File: src/rtl/riscv_hazard_ctrl.sv
// rtl/riscv_hazard_ctrl.sv - pipeline stall/flush controller (load-use, MDU, branch, trap)
// Optional per-cause cycle counters: define RISCV_HAZARD_STATS_EN.
module riscv_hazard_ctrl #(
    parameter int RF_ADDR_WIDTH = 5,
    parameter int MDU_LAT       = 4,
    parameter int CNT_WIDTH     = 4
) (
    input  logic                     clk,
    input  logic                     rst,
    input  logic [RF_ADDR_WIDTH-1:0] rs1_if2id_ff,
    input  logic [RF_ADDR_WIDTH-1:0] rs2_if2id_ff,
    input  logic                     rs1_used_id,
    input  logic                     rs2_used_id,
    input  logic [RF_ADDR_WIDTH-1:0] rd_id2ex_ff,
    input  logic                     mem_read_id2ex_ff,
    input  logic                     mdu_req_ex,
    input  logic                     branch_taken_ex,
    input  logic                     trap_flush,
    output logic                     pc_stall,
    output logic                     if2id_stall,
    output logic                     if2id_flush,
    output logic                     id2ex_stall,
    output logic                     id2ex_flush,
    output logic                     ex2mem_flush,
    output logic                     mdu_busy,
`ifdef RISCV_HAZARD_STATS_EN
    output logic [31:0]              load_use_cnt,
    output logic [31:0]              mdu_stall_cnt,
    output logic [31:0]              flush_cnt,
`endif
    output logic                     mdu_done
);

    typedef enum logic {IDLE, BUSY} state_t;

    localparam logic                 MULTI    = (MDU_LAT > 1);
    localparam logic [CNT_WIDTH-1:0] CNT_LOAD = CNT_WIDTH'((MDU_LAT > 1) ? (MDU_LAT - 2) : 0);

    state_t               state_q, state_d;
    logic [CNT_WIDTH-1:0] cnt_q, cnt_d;
    logic                 last_cycle;
    logic                 mdu_stall;
    logic                 done_raw;
    logic                 load_use;
    logic                 lu_stall;
    logic [5:0]           ctl;

    assign last_cycle = (state_q == BUSY) && (cnt_q == '0);
    assign mdu_stall  = MULTI && mdu_req_ex && !trap_flush && !last_cycle;
    assign done_raw   = MULTI ? (last_cycle && !trap_flush) : (mdu_req_ex && !trap_flush);

    assign load_use = mem_read_id2ex_ff && (rd_id2ex_ff != '0) &&
                      ((rs1_used_id && (rs1_if2id_ff == rd_id2ex_ff)) ||
                       (rs2_used_id && (rs2_if2id_ff == rd_id2ex_ff)));

    always_ff @(posedge clk) begin
        if (rst) begin
            state_q <= IDLE;
            cnt_q   <= '0;
        end else begin
            state_q <= state_d;
            cnt_q   <= cnt_d;
        end
    end

    always_comb begin
        state_d = state_q;
        cnt_d   = cnt_q;
        if (trap_flush) begin
            state_d = IDLE;
            cnt_d   = '0;
        end else if (state_q == IDLE) begin
            if (mdu_req_ex && MULTI) begin
                state_d = BUSY;
                cnt_d   = CNT_LOAD;
            end
        end else if (cnt_q == '0) begin
            state_d = IDLE;
        end else begin
            cnt_d = cnt_q - 1'b1;
        end
    end

    // ctl = {pc_stall, if2id_stall, if2id_flush, id2ex_stall, id2ex_flush, ex2mem_flush}
    always_comb begin
        ctl      = 6'b000000;
        lu_stall = 1'b0;
        if (trap_flush) begin
            ctl = 6'b001011;
        end else if (mdu_stall) begin
            ctl = 6'b110101;
        end else if (branch_taken_ex) begin
            ctl = 6'b001010;
        end else if (load_use) begin
            ctl      = 6'b110010;
            lu_stall = 1'b1;
        end
    end

    assign pc_stall     = !rst && ctl[5];
    assign if2id_stall  = !rst && ctl[4];
    assign if2id_flush  = !rst && ctl[3];
    assign id2ex_stall  = !rst && ctl[2];
    assign id2ex_flush  = !rst && ctl[1];
    assign ex2mem_flush = !rst && ctl[0];
    assign mdu_busy     = !rst && mdu_stall;
    assign mdu_done     = !rst && done_raw;

`ifdef RISCV_HAZARD_STATS_EN
    always_ff @(posedge clk) begin
        if (rst) begin
            load_use_cnt  <= '0;
            mdu_stall_cnt <= '0;
            flush_cnt     <= '0;
        end else begin
            if (lu_stall)
                load_use_cnt <= load_use_cnt + 32'd1;
            if (mdu_stall)
                mdu_stall_cnt <= mdu_stall_cnt + 32'd1;
            if (ctl[3] || ctl[1] || ctl[0])
                flush_cnt <= flush_cnt + 32'd1;
        end
    end
`endif

endmodule

File: config.mk
export PLATFORM = sky130hd
export DESIGN_NAME = riscv_hazard_ctrl
export DESIGN_NICKNAME = d
export VERILOG_FILES = /design/src/rtl/riscv_hazard_ctrl.sv
export SDC_FILE = /design/constraint.sdc
export NUM_CORES = 1
export LEC_CHECK = 0
export BUFFER_PORTS_ARGS = -buffer_cell sky130_fd_sc_hd__buf_4
export CAP_MARGIN = 20
export CELL_PAD_IN_SITES_DETAIL_PLACEMENT = 1
export CELL_PAD_IN_SITES_GLOBAL_PLACEMENT = 2
export CORE_MARGIN = 2
export CORE_UTILIZATION = 22
export CTS_CLUSTER_DIAMETER = 200
export CTS_CLUSTER_SIZE = 14
export DETAILED_ROUTE_END_ITERATION = 6
export HOLD_SLACK_MARGIN = 0.06
export PLACE_DENSITY_LB_ADDON = 0.05
export SLEW_MARGIN = 20
export SYNTH_ARGS = -nofsm -noshare
export SYNTH_HDL_FRONTEND = slang
export SYNTH_SLANG_ARGS = --single-unit
File: constraint.sdc
create_clock -name clk -period 4.1 [get_ports clk]
set_clock_uncertainty 0.05 [all_clocks]
set_input_delay 0.205 -clock clk [delete_from_list [all_inputs] [get_ports clk]]
set_output_delay 0.205 -clock clk [all_outputs]
set_load 0.01 [all_outputs]
; ---- Word level (Yosys, flattened, before mapping)
; Index checks and enable logic that the tools add are counted.
[word_totals]
register_bits = 5
output_inout_bits = 8
[classes]
add_sub_neg = 1
n_eq_ne = 3
muxes = 10
reduce_logical = 25
[ops]
columns = op, n
row1 = $mux W6, 4
row2 = $logic_and A1 B1 Y1, 16
row3 = $mux W4, 3
row4 = $eq A5 B5 Y1, 2
row5 = $reduce_bool A5 Y1, 1
row6 = $logic_not A4 Y1, 1
row7 = $sub A4 B1 Y4 const B, 1
row8 = $logic_not A1 Y1, 3
row9 = $mux W1, 3
row10 = $ne A2 B2 Y1 const B, 1
row11 = $reduce_and A2 Y1, 1
row12 = $reduce_bool A2 Y1, 1
row13 = $reduce_or A2 Y1, 1
row14 = $logic_or A1 B1 Y1, 1

; ---- Longest topological paths before layout
; Gate-level depths: netlist of run 1.
[depth]
ltp_word = 9
mapped_depth = 6

; ---- Least setup slack after synthesis of run 1
; OpenSTA, ideal clock, no wires.
[synth_path]
path_type = reg-to-output
from = register cnt_q[0]
to = output id2ex_flush
arrival_time_ns = 1.428
required_ns = 3.845
slack_ns = 2.417
path_stages_with_launch = 7
path_buffers = 0
cell_sequence = dfxtp_1 inv_1 ha_1 nand4bb_4 and2_4 or3_1 o22ai_2
[synth_between]
elab_chain_len = 7
[synth_lines]
columns = element, line_no
row1 = start: declaration, 40  ; logic [CNT_WIDTH-1:0] cnt_q, cnt_d;
row2 = start signal: assignment, 62  ; cnt_q <= cnt_d;
row3 = $logic_not A4 Y1, 48  ; assign last_cycle = (state_q == BUSY) && (cnt_q == '0);
row4 = $logic_and A1 B1 Y1, 48
row5 = $logic_not A1 Y1, 49  ; assign mdu_stall = MULTI && mdu_req_ex && !trap_flush && !last_cycle;
row6 = $logic_and A1 B1 Y1, 49
row7 = $mux W6, 90  ; end else if (mdu_stall) begin
row8 = $mux W6, 88  ; if (trap_flush) begin
row9 = $logic_and A1 B1 Y1, 104  ; assign id2ex_flush = !rst && ctl[1];
row10 = end: declaration, 23  ; output logic id2ex_flush,
; Every way passes these cells.

; ---- Worst setup path in the final report of run 1
; Ends and elaborated chain as after synthesis.

==> results of run 1 <==
[synthesized netlist by cell type]
cell       number  share of area
inv_1           2          0.016
o21ai_0         2          0.021
nor2b_1         1          0.013
xnor2_1         2          0.037
o22ai_1         1          0.013
a311oi_1        1          0.018
xor2_1          8           0.15
a211oi_1        1          0.016
mux2i_1         1          0.021
ha_1            1          0.026
o22ai_2         1          0.026
nor4_1          3          0.040
buf_6           1          0.024
buf_4           1          0.016
and2_4          1          0.018
nand2_1         2          0.016
or2_1           1          0.013
nor2_1          8          0.063
a32oi_1         2          0.037
nand4bb_4       1          0.058
o31ai_1         1          0.016
dfxtp_1         5           0.21
buf_2           1          0.011
or3_1           2          0.026
nand4b_1        1          0.018
and2_0          1          0.013
a21oi_1         3          0.032
or4_1           1          0.016
o21a_1          1          0.016
[cell families after synthesis]
family | share of synthesized area
DFF | 0.211
xor gates and xnor gates | 0.185
muxes | 0.0211
buffers and inverters | 0.0660
and+or+nand+nor | 0.296
adders and majority gates | 0.0264
AOI/OAI and AO/OA | 0.195
[worst paths after layout]
path / to / cells after the start
worst max-delay path: id2ex_flush / 7
worst min-delay path: cnt_q[2] / 4
worst max register to register: cnt_q[1] / 6
worst min register to register: cnt_q[2] / 2
[state kept, by name (all words and copies together), names as in the netlist]
signal,flops
cnt_q,4
state_q,1
[critical path: stages, from the launching register on]
cell,delay [ns]
dfxtp_1,0.34
inv_1,0.07
ha_1,0.22
nand4bb_4,0.18
and2_4,0.21
or3_1,0.36
o22ai_2,0.12
buf_4,0.14
[stage by stage]
step	cell area (sq um)	instances	total power, mW
after floorplan	474	57	0.0808
after global placement	709	111	0.110
after detailed placement	709	111	0.110
after CTS	736	115	0.170
after global routing	736	115	0.179
final	736	115	0.167
[cell type report]
cell class                      instances  area, sq um  area share
Multi-Input combinational cell         47          343       0.466
Tap cell                               27         33.8      0.0459
Timing Repair Buffer                   30          225       0.306
Clock buffer                            4         26.3      0.0357
Sequential cell                         5          100       0.136
Inverter                                2         7.51      0.0102
[per-layer routing]
metal	wire [microns]	share of wire	vias to the layer above	GRT usage
li1	-	-	271	-
met1	651	0.45	238	0.161
met2	588	0.41	29	0.186
met3	175	0.12	4	0.0536
met4	34	0.023	0	0.0676
met5	0	0	-	0
[report_power, final]
part           leakage, nW  switching (mW)  internal [mW]
Sequential          0.0407         0.00274         0.0504
Combinational        0.254          0.0237         0.0316
Clock               0.0150          0.0215         0.0369
Total                0.310          0.0479          0.119
[placed cells by master (no fill, tap or decap), types with 2 or more instances in the layout]
cell type / Yosys / layout
nand2_1: 2 / 2
dfxtp_1: 5 / 5
or3_1: 2 / 2
clkbuf_4: 0 / 3
xnor2_1: 2 / 2
nor4_1: 3 / 3
a32oi_1: 2 / 2
o21ai_0: 2 / 2
inv_1: 2 / 2
xor2_1: 8 / 8
nor2_1: 8 / 8
a21oi_1: 3 / 3
buf_4: 1 / 30
==> results.sh, run 1 <==
export IMPL_status="finished clean"
export IMPL_detail_route_iter0_violations=6
export IMPL_syn_inst=57
export IMPL_postRouteAntennaNets=0
export IMPL_cap_violations=0
export IMPL_hold_class="input pin to flip-flop"
export IMPL_rsz0062_at_grt="false"
export IMPL_synth_seq_cells=5
export IMPL_crit_arrival_ns=1.89
export IMPL_overflow=0
export IMPL_final_setup_tns_ns=0
export IMPL_grt_max_degree=11
export IMPL_start_util=0.237
export IMPL_hold_viol_final=0
export IMPL_drive_gt1_frac=0.409
export IMPL_fmax_mhz=467
export IMPL_cts_resized=0
export IMPL_fp_row_count=16
export IMPL_num_vias=542
export IMPL_cts_buffers=3
export IMPL_worstSetupPathType="flip-flop to primary output"
export IMPL_startpoint="cnt_q[0]"
export IMPL_dr_pass1_iters=3
export IMPL_dieHeight_microns=50.4
export IMPL_antenna_found_initial=0
export IMPL_routed_via_density=4.71
export IMPL_pin_count=31
export IMPL_grt_pass1_wl_microns=2470
export IMPL_core_sq_mm=0.00200
export IMPL_fin_crit_ns=2.14
export IMPL_p_leak_nw=0.310
export IMPL_clock_sinks=5
export IMPL_syn_num_nets=81
export IMPL_ys_types=29
export IMPL_clk_pin_slew_ns=0.04
export IMPL_dp_hpwl_microns=1240
export IMPL_ys_warnings_count=0
export IMPL_fillers=263
export IMPL_ctsHoldBuffers=0
export IMPL_pre_cts_ws_ns=2.23
export IMPL_fin_util=0.368
export IMPL_relSlewSlack=0.742
export IMPL_hold_ws_ns=0.259
export IMPL_worst_slew_pin_slew_ns=0.387
export IMPL_min_from="mdu_req_ex"
export IMPL_synth_avg_cell_area_sq_um=8.32
export IMPL_final_max_slew_viol_count=0
export IMPL_h_tree_depth=1
export IMPL_cts_tree="built"
export IMPL_crit_required_ns=3.85
export IMPL_grt_pass1_vias=575
export IMPL_start_kind="flip-flop"
export IMPL_rrSetupSlack_ns=2.63
export IMPL_fin_nets=113
export IMPL_vdd_drop_max_uv=112
export IMPL_cts_root_buf="clkbuf_4"
export IMPL_wl_per_cell_microns=12.6
export IMPL_worstReg2RegStart="cnt_q[0]"
export IMPL_critPathMaxFanout=7
export IMPL_finalSetupViolations=0
export IMPL_finalWeightedCongestion=0.708
export IMPL_port_buffers=30
export IMPL_synthToLayoutAreaGrowth_pct=55.1
export IMPL_drc=0
export IMPL_diodes=0
export IMPL_clock_latency_ns=0.25
export IMPL_ys_seq_area_frac=0.211
export IMPL_power_density_mw_per_mm2=227
export IMPL_wirelength_microns=1450
export IMPL_clk_path_buf_depth=2
export IMPL_postCtsSetupRepairBufs=0
export IMPL_finalCritPeriodShare=0.522
export IMPL_fp_dieArea_sq_mm=0.00254
export IMPL_endpoint_kind="primary output"
export IMPL_grt_use_total=0.129
export IMPL_synth_cell_area_sq_um=474
export IMPL_die_x_microns=50.4
export IMPL_timing_final_ws_setup_ns=1.96
Note: power is estimated with default switching activity, not from simulation.
==> run 2, diff against run 1 <==
--- a/config.mk
+++ b/config.mk
@@ -10,7 +10,7 @@
 export CELL_PAD_IN_SITES_DETAIL_PLACEMENT = 1
 export CELL_PAD_IN_SITES_GLOBAL_PLACEMENT = 2
 export CORE_MARGIN = 2
-export CORE_UTILIZATION = 22
+export CORE_UTILIZATION = 20
 export CTS_CLUSTER_DIAMETER = 200
 export CTS_CLUSTER_SIZE = 14
 export DETAILED_ROUTE_END_ITERATION = 6
==> constraint.sdc (replaced) <==
create_clock -name clk -period 2.22 [get_ports clk]
set_clock_uncertainty 0.05 [all_clocks]
set_input_delay 0.111 -clock clk [delete_from_list [all_inputs] [get_ports clk]]
set_output_delay 0.111 -clock clk [all_outputs]
set_load 0.01 [all_outputs]
==> run 2 against run 1 <==
  * Critical path depth stayed put
  * Non-clock buffer count stayed put
  * Worst setup slack worse by 1.8 ns
  * Largest power group unchanged
  * Register-to-register slack got worse by 1.9 ns
  * Count of clock-buffer cells in the layout did not move
  * Via count shrank 3.0%
  * Combinational power increased by 84%
  * Core utilization fell by 3.8 points
  * Sequential power up 84%
  * Routed wire length fell by 8.7%
  * Clock power increased by 85%
  * Worst hold slack worse by 0.092 ns
==> results.sh, run 2 (synthesized netlist as in run 1, its figures left out) <==
export IMPL_status="finished clean"
export IMPL_power_density_mw_per_mm2=417
export IMPL_min_from="mdu_req_ex"
export IMPL_cts_root_buf="clkbuf_4"
export IMPL_clock_latency_ns=0.25
export IMPL_slowest_delay_ns=0.36
export IMPL_drc=0
export IMPL_detail_route_iter0_violations=5
export IMPL_p_leak_nw=0.310
export IMPL_min_to="cnt_q[2]"
export IMPL_diodes=0
export IMPL_rrSetupSlack_ns=0.77
export IMPL_crit_required_ns=2.06
export IMPL_hold_viol_final=0
export IMPL_rsz0062_at_grt="false"
export IMPL_endpoint_kind="primary output"
export IMPL_final_max_slew_viol_count=0
export IMPL_grt_use_total=0.116
export IMPL_postCtsSetupRepairBufs=0
export IMPL_finalPower_mw=0.308
export IMPL_cts_buffers=3
export IMPL_clock_sinks=5
export IMPL_cts_resized=0
export IMPL_mostFrequentLayoutCells="30 x buf_4, 8 x xor2_1, 8 x nor2_1"
export IMPL_fp_dieArea_sq_mm=0.00278
export IMPL_grt_pass1_wl_microns=2300
export IMPL_worstReg2RegStart="cnt_q[0]"
export IMPL_relSlewSlack=0.758
export IMPL_reg2reg_to="cnt_q[1]"
export IMPL_postRouteAntennaNets=0
export IMPL_clk_path_buf_depth=2
export IMPL_timing_final_ws_setup_ns=0.185
export IMPL_overflow=0
export IMPL_cp_cell_sequence="inv_1 > ha_1 > nand4bb_4 > and2_4 > or3_1 > o22ai_2 > buf_4"
export IMPL_largest_register="cnt_q"
export IMPL_cts_tree="built"
export IMPL_pin_count=31
export IMPL_wirelength_microns=1320
export IMPL_synthToLayoutAreaGrowth_pct=55.4
export IMPL_cap_violations=0
export IMPL_drive_gt1_frac=0.409
export IMPL_die_x_microns=52.7
export IMPL_finalWeightedCongestion=0.664
export IMPL_worstSetupPathType="flip-flop to primary output"
export IMPL_final_setup_tns_ns=0
export IMPL_hold_depth=4
export IMPL_hold_class="input pin to flip-flop"
export IMPL_start_kind="flip-flop"
export IMPL_vdd_drop_max_uv=159
export IMPL_ctsHoldBuffers=0
export IMPL_final_common_cell="buf_4"
export IMPL_crit_path_top_delay_cell="or3_1"
export IMPL_dpl_instance_area_sq_um=711
export IMPL_routed_via_density=4.53
export IMPL_h_tree_depth=1
export IMPL_worst_slew_pin_slew_ns=0.362
export IMPL_clk_pin_slew_ns=0.04
export IMPL_finalCritPeriodShare=0.917
export IMPL_antenna_found_initial=0
export IMPL_reg_top3="cnt_q x4, state_q x1"
export IMPL_num_vias=526
export IMPL_fin_crit_ns=2.04
export IMPL_start_util=0.212
export IMPL_wl_per_cell_microns=11.4
export IMPL_finalSetupViolations=0
export IMPL_core_sq_mm=0.00223
export IMPL_grt_max_degree=11
export IMPL_pre_cts_ws_ns=0.440
export IMPL_crit_arrival_ns=1.87
export IMPL_port_buffers=30
export IMPL_critPathMaxFanout=7
export IMPL_fmax_mhz=491
export IMPL_grt_pass1_vias=569
export IMPL_dp_hpwl_microns=1140
export IMPL_largest_reg_flops=4
export IMPL_dr_pass1_iters=2
export IMPL_r2r_cells=6
export IMPL_hold_ws_ns=0.167
export IMPL_design_area_sq_um=737
export IMPL_dieHeight_microns=52.7
export IMPL_fin_nets=113
export IMPL_fp_row_count=17
-- run 2: cell counts in the layout (fill, tap and decap cells not counted) --
Identical to the previous run, type by type.
-- run 2: worst max-delay path: cells and delay by family, from the launching register on --
family,cells,cell delay (ns)
and+or+nand+nor,3,0.75
AOI/OAI and AO/OA,1,0.12
adders and majority gates,1,0.23
buffers and inverters,2,0.20
DFF,1,0.33
-- run 2: worst max-delay path by stage --
stage	from	endpoint	slack [ns]	depth (start not counted)
2_1_floorplan	cnt_q[0]	id2ex_flush	0.63	6
3_3_place_gp	cnt_q[0]	id2ex_flush	0.46	7
3_5_place_dp	cnt_q[0]	id2ex_flush	0.44	7
4_1_cts	cnt_q[0]	id2ex_flush	0.16	7
5_1_grt	cnt_q[0]	id2ex_flush	0.07	7
6_report	cnt_q[0]	id2ex_flush	0.18	7
-- run 2: per-layer routing --
layer,track usage,vias to the layer above,part of all wire
li1,-,269,-
met1,0.129,234,0.44
met2,0.183,21,0.45
met3,0.0314,2,0.093
met4,0.0897,0,0.016
met5,0,-,0
-- run 2: layout make-up --
cell class | instances | area [sq um]
tap | 28 | 35.0
multi-input combinational | 47 | 343
sequential | 5 | 100
clock buffer | 4 | 26.3
fill | 289 | 1500
inverter | 2 | 7.51
timing repair buffer | 30 | 225
-- run 2: metrics by stage --
step	utilization	instances
6_report	0.330	116
3_3_place_gp	0.318	112
5_1_grt	0.330	116
4_1_cts	0.330	116
2_1_floorplan	-	57
3_5_place_dp	0.318	112
-- run 2: power by group --
group / leakage [nW] / total (mW) / internal [mW] / switching, mW
logic: 0.254 / 0.102 / 0.0583 / 0.0436
registers: 0.0407 / 0.0977 / 0.0931 / 0.00463
clock network: 0.0150 / 0.108 / 0.0681 / 0.0399
